## src/rtl/uart_tx_fifo_if.sv

```systemverilog
// uart_tx_fifo_if
// Bundles the byte-write handshake and the transmitter status/line signals
// of uart_tx_fifo.
//   din      character to transmit (sampled when wr=1)
//   wr       one-cycle write strobe per character
//   tx       serial line, idle high
//   busy     transmitter FSM not in IDLE
//   empty    FIFO holds no entries
//   full     FIFO holds FIFO_DEPTH entries
//   fill     FIFO occupancy, 0..FIFO_DEPTH
//   overflow sticky flag, a write was dropped while full
// master: the character source; slave: the transmitter.
interface uart_tx_fifo_if #(
  parameter int ADDR_W = 4
) ();
  logic [7:0]      din;
  logic            wr;
  logic            tx;
  logic            busy;
  logic            empty;
  logic            full;
  logic [ADDR_W:0] fill;
  logic            overflow;

  modport master (
    output din, wr,
    input  tx, busy, empty, full, fill, overflow
  );

  modport slave (
    input  din, wr,
    output tx, busy, empty, full, fill, overflow
  );
endinterface

```

## src/rtl/uart_tx_fifo.sv

```systemverilog
// uart_tx_fifo
// 8N1 UART transmitter (LSB first) fed by a circular byte FIFO that absorbs
// characters arriving without back-pressure.
// Ports:
//   clk  system clock, rising edge
//   rst  asynchronous active-high reset
//   bus  uart_tx_fifo_if.slave: din/wr in; tx/busy/empty/full/fill/overflow out
module uart_tx_fifo #(
  parameter int CLKS_PER_BIT = 868,
  parameter int FIFO_DEPTH   = 16,
  parameter int ADDR_W       = 4
) (
  input  logic            clk,
  input  logic            rst,
  uart_tx_fifo_if.slave   bus
);

  localparam int CNT_W = (CLKS_PER_BIT > 2) ? $clog2(CLKS_PER_BIT) : 1;
  localparam logic [CNT_W-1:0]  BAUD_LAST = CNT_W'(CLKS_PER_BIT - 1);
  localparam logic [ADDR_W:0]   DEPTH_CNT = (ADDR_W+1)'(FIFO_DEPTH);

  typedef enum logic [1:0] {
    IDLE  = 2'd0,
    START = 2'd1,
    DATA  = 2'd2,
    STOP  = 2'd3
  } state_t;

  state_t            state_r, state_s;
  logic [CNT_W-1:0]  baud_r, baud_s;
  logic [2:0]        bit_r, bit_s;
  logic [7:0]        shift_r, shift_s;
  logic              tx_s;
  logic              pop_s;

  logic [7:0]        mem_r [FIFO_DEPTH];
  logic [ADDR_W-1:0] wptr_r, rptr_r;
  logic [ADDR_W:0]   count_r, count_s;
  logic              push_s, drop_s;
  logic              full_r, empty_r, overflow_r, tx_r, busy_r;

  // FIFO accept/drop decision and next occupancy, all from pre-edge state
  always_comb begin
    push_s  = bus.wr & ~full_r;
    drop_s  = bus.wr & full_r;
    count_s = count_r;
    case ({push_s, pop_s})
      2'b10:   count_s = count_r + (ADDR_W+1)'(1);
      2'b01:   count_s = count_r - (ADDR_W+1)'(1);
      default: count_s = count_r;
    endcase
  end

  // FIFO storage; contents are don't-care until written so no reset here
  always_ff @(posedge clk) begin
    if (push_s) begin
      mem_r[wptr_r] <= bus.din;
    end
  end

  // FIFO pointers, registered flags derived from the post-edge count
  always_ff @(posedge clk or posedge rst) begin
    if (rst) begin
      wptr_r     <= '0;
      rptr_r     <= '0;
      count_r    <= '0;
      full_r     <= 1'b0;
      empty_r    <= 1'b1;
      overflow_r <= 1'b0;
    end else begin
      if (push_s) wptr_r <= wptr_r + ADDR_W'(1);
      if (pop_s)  rptr_r <= rptr_r + ADDR_W'(1);
      count_r    <= count_s;
      full_r     <= (count_s == DEPTH_CNT);
      empty_r    <= (count_s == '0);
      overflow_r <= overflow_r | drop_s;
    end
  end

  // TX FSM next state, datapath and line value for the current state
  always_comb begin
    state_s = state_r;
    baud_s  = baud_r;
    bit_s   = bit_r;
    shift_s = shift_r;
    tx_s    = 1'b1;
    pop_s   = 1'b0;
    case (state_r)
      IDLE: begin
        tx_s = 1'b1;
        if (!empty_r) begin
          pop_s   = 1'b1;
          shift_s = mem_r[rptr_r];
          baud_s  = '0;
          state_s = START;
        end else begin
          state_s = IDLE;
        end
      end
      START: begin
        tx_s = 1'b0;
        if (baud_r == BAUD_LAST) begin
          baud_s  = '0;
          bit_s   = 3'd0;
          state_s = DATA;
        end else begin
          baud_s  = baud_r + CNT_W'(1);
        end
      end
      DATA: begin
        tx_s = shift_r[0];
        if (baud_r == BAUD_LAST) begin
          baud_s  = '0;
          shift_s = {1'b0, shift_r[7:1]};
          if (bit_r == 3'd7) begin
            state_s = STOP;
          end else begin
            bit_s   = bit_r + 3'd1;
          end
        end else begin
          baud_s  = baud_r + CNT_W'(1);
        end
      end
      STOP: begin
        tx_s = 1'b1;
        if (baud_r == BAUD_LAST) begin
          baud_s  = '0;
          state_s = IDLE;
        end else begin
          baud_s  = baud_r + CNT_W'(1);
        end
      end
      default: begin
        tx_s    = 1'b1;
        state_s = IDLE;
      end
    endcase
  end

  // TX FSM registers; tx lags the state by one cycle so it stays glitch-free
  always_ff @(posedge clk or posedge rst) begin
    if (rst) begin
      state_r <= IDLE;
      baud_r  <= '0;
      bit_r   <= 3'd0;
      shift_r <= 8'h00;
      tx_r    <= 1'b1;
      busy_r  <= 1'b0;
    end else begin
      state_r <= state_s;
      baud_r  <= baud_s;
      bit_r   <= bit_s;
      shift_r <= shift_s;
      tx_r    <= tx_s;
      busy_r  <= (state_s != IDLE);
    end
  end

  assign bus.tx       = tx_r;
  assign bus.busy     = busy_r;
  assign bus.empty    = empty_r;
  assign bus.full     = full_r;
  assign bus.fill     = count_r;
  assign bus.overflow = overflow_r;

endmodule

```

## src/flat_wrapper.sv

```systemverilog
// flat-port wrapper written by rule: the top's interface ports become plain ports
module uart_tx_fifo_flat 
#(
  parameter int CLKS_PER_BIT = 868,
  parameter int FIFO_DEPTH   = 16,
  parameter int ADDR_W       = 4
)
  (clk, rst, bus_din, bus_wr, bus_tx, bus_busy, bus_empty, bus_full, bus_fill, bus_overflow);
  uart_tx_fifo_if #(.ADDR_W(ADDR_W)) bus_i ();
  input  logic clk;
  input  logic rst;
  input wire logic [$bits(bus_i.din)-1:0] bus_din;
  input wire logic [$bits(bus_i.wr)-1:0] bus_wr;
  output wire logic [$bits(bus_i.tx)-1:0] bus_tx;
  output wire logic [$bits(bus_i.busy)-1:0] bus_busy;
  output wire logic [$bits(bus_i.empty)-1:0] bus_empty;
  output wire logic [$bits(bus_i.full)-1:0] bus_full;
  output wire logic [$bits(bus_i.fill)-1:0] bus_fill;
  output wire logic [$bits(bus_i.overflow)-1:0] bus_overflow;
  assign bus_i.din = bus_din;
  assign bus_i.wr = bus_wr;
  assign bus_tx = bus_i.tx;
  assign bus_busy = bus_i.busy;
  assign bus_empty = bus_i.empty;
  assign bus_full = bus_i.full;
  assign bus_fill = bus_i.fill;
  assign bus_overflow = bus_i.overflow;
  uart_tx_fifo #(.CLKS_PER_BIT(CLKS_PER_BIT), .FIFO_DEPTH(FIFO_DEPTH), .ADDR_W(ADDR_W)) u_core (.clk(clk), .rst(rst), .bus(bus_i));
endmodule
```

## config.mk

```make
export PLATFORM = sky130hd
export DESIGN_NAME = uart_tx_fifo_flat
export DESIGN_NICKNAME = d
export VERILOG_FILES = /design/src/rtl/uart_tx_fifo_if.sv /design/src/rtl/uart_tx_fifo.sv /design/src/flat_wrapper.sv
export SDC_FILE = /design/constraint.sdc
export NUM_CORES = 1
export LEC_CHECK = 0
export ABC_AREA = 1
export CAP_MARGIN = 20
export CORE_ASPECT_RATIO = 2
export CORE_MARGIN = 4
export CORE_UTILIZATION = 62
export DETAILED_ROUTE_END_ITERATION = 10
export PLACE_DENSITY = 0.8
export SLEW_MARGIN = 10
export SYNTH_ARGS = -nofsm -noshare
export SYNTH_HDL_FRONTEND = slang
export SYNTH_SLANG_ARGS = --single-unit
```

## constraint.sdc

```tcl
create_clock -name clk -period 3.25 [get_ports clk]
set_clock_uncertainty 0.05 [all_clocks]
set_input_delay 0.65 -clock clk [delete_from_list [all_inputs] [get_ports clk]]
set_output_delay 0.65 -clock clk [all_outputs]
set_load 0.02 [all_outputs]
```

==> results of run 1 <==
## area by class of cell
class                      instances  share of cell area [%]
sequential                       169                    59.6
inverter                          45                    2.07
tap                              142                    2.17
multi-input combinational        409                    25.8
clock inverter                    12                    1.42
clock buffer                      20                    5.60
timing repair buffer              29                    3.28
## worst max-delay path: cells and delay by family, from the launching register on
family	cells	cell delay (ns)
AND/OR/NAND/NOR	10	1.45
flip-flops	1	0.43
buffers and inverters	2	0.20
adder cells (fa/ha/maj)	2	0.52
## synth_stat cells, drive strengths merged
master / instances / area [µm²]
nand3: 45 / 240
clkbuf: 13 / 50.0
o22ai: 6 / 37.5
edfxtp: 128 / 3840
clkinv: 1 / 3.75
or2: 1 / 6.26
dfrtp: 39 / 976
nor2: 106 / 405
mux2i: 1 / 10.0
buf: 14 / 81.3
a21o: 1 / 7.51
dfstp: 2 / 52.6
nor4: 1 / 12.5
a21oi: 8 / 40.0
o211ai: 18 / 135
nand2: 99 / 389
nor3: 5 / 25.0
nand3b: 2 / 15.0
o21ai: 73 / 377
inv: 44 / 165
xor2: 9 / 78.8
o221ai: 10 / 87.6
xnor2: 2 / 17.5
o211a: 1 / 10.0
nand4: 7 / 43.8
ha: 14 / 175
## flip-flops by register name, summed over array words and instances, names as in the netlist
name / flops
u_core.mem_r: 128
u_core.state_r: 2
u_core.wptr_r: 4
u_core.bus.empty: 1
u_core.bus.overflow: 1
u_core.rptr_r: 4
u_core.baud_r: 10
u_core.bus.fill: 5
u_core.bit_r: 3
u_core.bus.busy: 1
u_core.shift_r: 8
u_core.bus.full: 1
u_core.bus.tx: 1
## metrics by stage
step / instance area, µm² / worst slack [ns] / util (%)
after floorplan: 7290 / 1.08 / -
after CTS: 8180 / 0.565 / 71.6
after global routing: 8180 / 0.306 / 71.6
after detailed placement: 7600 / 0.477 / 66.5
after global placement: 7600 / 0.607 / 66.5
final: 8180 / 0.544 / 71.6
## where the power goes
part / switching (W) / total, W / internal, W
clock network: 0.000830 / 0.00194 / 0.00111
registers: 0.000216 / 0.00292 / 0.00270
logic: 0.00177 / 0.00259 / 0.000815
total: 0.00282 / 0.00745 / 0.00463
## worst min path at each step
| stage | to | cells past startpoint | from | slack (ns) |
|---|---|---|---|---|
| final | u_core.bus.overflow | 1 | u_core.bus.overflow | 0.41 |
| after global routing | u_core.bus.overflow | 1 | u_core.bus.overflow | 0.43 |
| after CTS | u_core.bus.overflow | 1 | u_core.bus.overflow | 0.41 |
| after detailed placement | u_core.bus.overflow | 1 | u_core.bus.overflow | 0.39 |
| after global placement | u_core.bus.overflow | 1 | u_core.bus.overflow | 0.39 |
| after floorplan | u_core.shift_r[0] | 2 | u_core.shift_r[0] | 0.40 |
## cells by family after synthesis
group	Yosys count	synth area share [%]
adders and majority gates	14	2.40
DFF	169	66.9
xor gates and xnor gates	11	1.32
AOI/OAI and AO/OA	117	9.53
and+or+nand+nor	266	15.6
muxes	1	0.137
buffers and inverters	72	4.12
## per-layer routing
| metal | global-route usage, % | wire length [µm] |
|---|---|---|
| met5 | 0 | 0 |
| met4 | 13.8 | 726 |
| met3 | 5.31 | 926 |
| met2 | 43.5 | 8830 |
| met1 | 27.3 | 5910 |
==> metrics.cfg, run 1 <==
[status]
status = completed

[cts]
cts_tree = done
cts-hold-fix-buffers = 0
cts_buffer_depth = 2
clockRootBuffer = clkbuf_16
cts_htree_levels = 4
insertion_delay_ns = 0.42
cts.clk_slew.worst_paths_ns = 0.07
postCtsSetupRepairBufs = 0
post_cts_resized = 0
cts_made_buffers = 17
cts.sinks = 169

[route]
drtIter0Drc = 509
dr.pass1.iters = 5
wl_mm = 16.4
num_vias = 4965
wl_per_cell_um = 19.8
drc = 0
via_per_inst = 6.01
postRouteAntennaNets = 0

[floorplanning]
io_pins = 21
fp.coreArea_um2 = 11400
die_w_um = 84.7
initial_core_util_pct = 63.8
die_area_um2 = 13700
num_rows = 55
fp.dieH_um = 161

[timing]
setup_viol = 0
finalHoldViolCount = 0
slew_headroom_pct = 42.7
fin_setup_tns_ns = 0
post-route-min-period_ns = 2.71
drv_slew = 0
period_share_pct = 83.3
worstMarginPinSlew_ns = 0.859
max_freq_mhz = 370
timing.hold.ws_ns = 0.407
rsz0062_at_grt = no

[cells_and_area]
mostFrequentLayoutCell = edfxtp_1
fin_cells = 826
diodes = 0
nNetsFinal = 696
area_growth_pct = 12.2
layout-drive-gt1-share_pct = 8.77
n_fill_cell = 795
multi_input_area_um2 = 2110
final_cell_mix = edfxtp_1 (128), nor2_1 (105), nand2_1 (94), o21ai_0 (66), nand3_1 (42)
regArea_um2 = 4870

[hold_path]
hold_path_class = flop to flop

[critical_path]
critPathLaunch = u_core.state_r[1]
crit_path_top_delay_cell = dfrtp_1
crit_path_start_kind = flop
cp-end-kind = flop
cp_cell_sequence = inv_1 -> ha_1 -> inv_2 -> nor2_4 -> nand2_1 -> nand2_1 -> nand2_2 -> ha_1 -> nand2_1 -> nand2_1 -> or2_2 -> nor2_1 -> nand3_2 -> nor2_1
ff2ff_path_depth = 14
r2r-start = u_core.state_r[1]
slowest_delay_ns = 0.43
critPathRequiredTime_ns = 3.56
crit_type = flop to flop
crit_path_end = u_core.bus.full
rr_endpoint = u_core.bus.full
r2r_setup_slack_ns = 0.54
cp_max_fo = 12
crit_arrival_ns = 3.01
path_common_cell = nand2_1

[logic_synthesis]
synth_warnings = 0
netlist_area_um2 = 7290
synth_cells = 650
syn_nets = 675
synth.avg_cell_area_um2 = 11.2
ys_types = 36
ys_seq_area_share_pct = 66.9
ys_seq_elements = 169

[place]
place.gp.congestion = 0.929
hpwl_mm = 10.9
port_buffers = 20
dp_cells = 794

[power_and_ir_drop]
leakage_nw = 3.08
irDropWorstVdd_mv = 0.718
total_power_w = 0.00745
p_per_area_nw_per_um2 = 911

[global_routing]
grt_pass1_vias = 4911
grt_pass1_wl_mm = 25.4
grt_start_max_net_pins = 70
grt_antenna_before_repair = 0
gr-usage-all-layers_pct = 24.8
overflow = 0

[job]
maxCapViolCount = 0

(Power assumes the default switching activity.)
==> inputs of run 2 (changes only) <==
--- a/config.mk
+++ b/config.mk
@@ -9,9 +9,9 @@
 export CAP_MARGIN = 20
 export CORE_ASPECT_RATIO = 2
 export CORE_MARGIN = 4
-export CORE_UTILIZATION = 62
+export CORE_UTILIZATION = 55
 export DETAILED_ROUTE_END_ITERATION = 10
-export PLACE_DENSITY = 0.8
+export PLACE_DENSITY = 0.75
 export SLEW_MARGIN = 10
 export SYNTH_ARGS = -nofsm -noshare
 export SYNTH_HDL_FRONTEND = slang
==> constraint.sdc (replaced) <==
create_clock -name clk -period 2.2 [get_ports clk]
set_clock_uncertainty 0.05 [all_clocks]
set_input_delay 0.44 -clock clk [delete_from_list [all_inputs] [get_ports clk]]
set_output_delay 0.44 -clock clk [all_outputs]
set_load 0.02 [all_outputs]
==> run 2 against run 1 <==
The flow now finishes with violations (design-rule violations). Critical path depth down 13. Utilization is 5.8 points lower. First-iteration DRC count fell by 29%. Clock power increased by 52%. Combinational power grew 61%. Worst hold slack lost 0.13 ns. Via count is 0.34% higher. Sequential cell count is the same.
==> metrics.cfg, run 2 (same netlist as run 1, synthesis figures left out) <==
[critical_path]
critPathTopFamily = buffers and inverters
critPathRequiredTime_ns = 1.71
crit_path_top_delay_cell = clkdlybuf4s50_1
cp_max_fo = 3
cp_cell_sequence = clkdlybuf4s50_1
crit_type = flop to primary output
crit_arrival_ns = 1.63
slowest_delay_ns = 0.63
path_buf_inv = 1
crit_path_start_kind = flop
cp-end-kind = primary output

[global_routing]
grt_pass1_wl_mm = 24.7
grt_pass1_vias = 5049
grt_start_max_net_pins = 49
grt_antenna_before_repair = 0
overflow = 0
gr-usage-all-layers_pct = 21.8

[power_and_ir_drop]
leakage_nw = 3.29
irDropWorstVdd_mv = 1.07
p_per_area_nw_per_um2 = 1330
total_power_w = 0.0114

[route]
drtIter0Drc = 359
wl_per_cell_um = 17.9
dr.pass1.iters = 8
wl_mm = 15.6
postRouteAntennaNets = 0
via_per_inst = 5.71
drc = 1
num_vias = 4982

[place]
dp_cells = 837
port_buffers = 20
place.gp.congestion = 0.923
hpwl_mm = 10.8
place_area_um2 = 7870

[cts]
cts_htree_levels = 4
cts_made_buffers = 17
cts_tree = done
clockRootBuffer = clkbuf_16
cts.sinks = 169
insertion_delay_ns = 0.43
cts.clk_slew.worst_paths_ns = 0.07
cts_buffer_depth = 2

[cells_and_area]
diodes = 0
reg.largest.list = u_core.mem_r x128, u_core.baud_r x10, u_core.shift_r x8
largest_reg_flops = 128
fin_util_pct = 65.8
final_cell_mix = edfxtp_1 (128), nor2_1 (103), nand2_1 (91), o21ai_0 (66), buf_4 (45)
nNetsFinal = 733
mostFrequentLayoutCell = edfxtp_1
area_growth_pct = 17.4
fin_area_um2 = 8550
layout-drive-gt1-share_pct = 14.8
regMostFlops = u_core.mem_r
fin_cells = 873

[floorplanning]
initial_core_util_pct = 56.1
num_rows = 59
die_w_um = 89.4
fp.dieH_um = 171
io_pins = 21
die_area_um2 = 15300
fp.coreArea_um2 = 13000

[status]
status = complete, but fails checks
violations = design-rule violations

[timing]
setup_viol = 0
drv_slew = 0
worstMarginPinSlew_ns = 0.554
finalHoldViolCount = 0
slew_headroom_pct = 62.9
post-route-min-period_ns = 2.12
max_freq_mhz = 471
period_share_pct = 96.5

[hold_path]
hold_path_class = input port to async pin

[job]
maxCapViolCount = 0

-- run 2: final timing paths --
path	slack (ns)	cells after the start	end	from
min reg2reg	0.42	1	u_core.bus.overflow	u_core.bus.overflow
max reg2reg	0.15	13	u_core.bus.empty	u_core.state_r[0]
min in group clk	0.42	1	u_core.bus.overflow	u_core.bus.overflow
max in group asynchronous	1.16	3	u_core.baud_r[9]	rst
min	0.28	2	u_core.bus.busy	rst
max	0.08	1	bus_empty	u_core.bus.empty
-- run 2: cell type report --
type	instances	area [µm²]
repair buffers	66	558
fillers	977	4440
flip-flops and latches	169	4870
multi-input cells	409	2140
inverters	45	169
clock buffers	17	425
well taps	152	190
clock inverters	15	191
-- run 2: repair_timing --
item,CTS,global route
hold buffers,0,0
buffers inserted,1,3
gates resized for setup,2,9
pin swaps,2,8
setup endpoints to repair,2,2
endpoints found under the hold margin,0,0
-- run 2: per-stage QoR --
step                      hold WS, ns  setup WS [ns]  setup TNS, ns
after floorplan                 0.399         0.0337              0
after detailed placement        0.414         -0.159         -0.305
after global placement          0.400         -0.159         -0.310
after CTS                       0.280        0.00263              0
after global routing            0.321        -0.0265        -0.0524
final                           0.277         0.0766              0
-- run 2: power by group --
part           internal [W]  leakage [nW]  total [W]  switching (W)
Clock               0.00155         0.299    0.00295        0.00140
Combinational       0.00154          1.33    0.00417        0.00264
Sequential          0.00398          1.67    0.00427       0.000293
-- run 2: worst register-to-register path: cells and delay by family, from the launching register on --
family / cells / cell delay [ns]
simple gates: 9 / 1.02
fa+ha+maj: 2 / 0.40
buf+inv: 2 / 0.14
flops: 1 / 0.40
-- run 2: per-layer routing --
layer	global-route usage (%)	vias to the layer above	wire length, µm	part of all wire, %
met1	22.1	2432	5400	35
li1	-	2389	-	-
met3	3.76	41	541	3.5
met4	10.2	0	532	3.4
met2	41.4	120	9170	59
met5	0	-	0	0
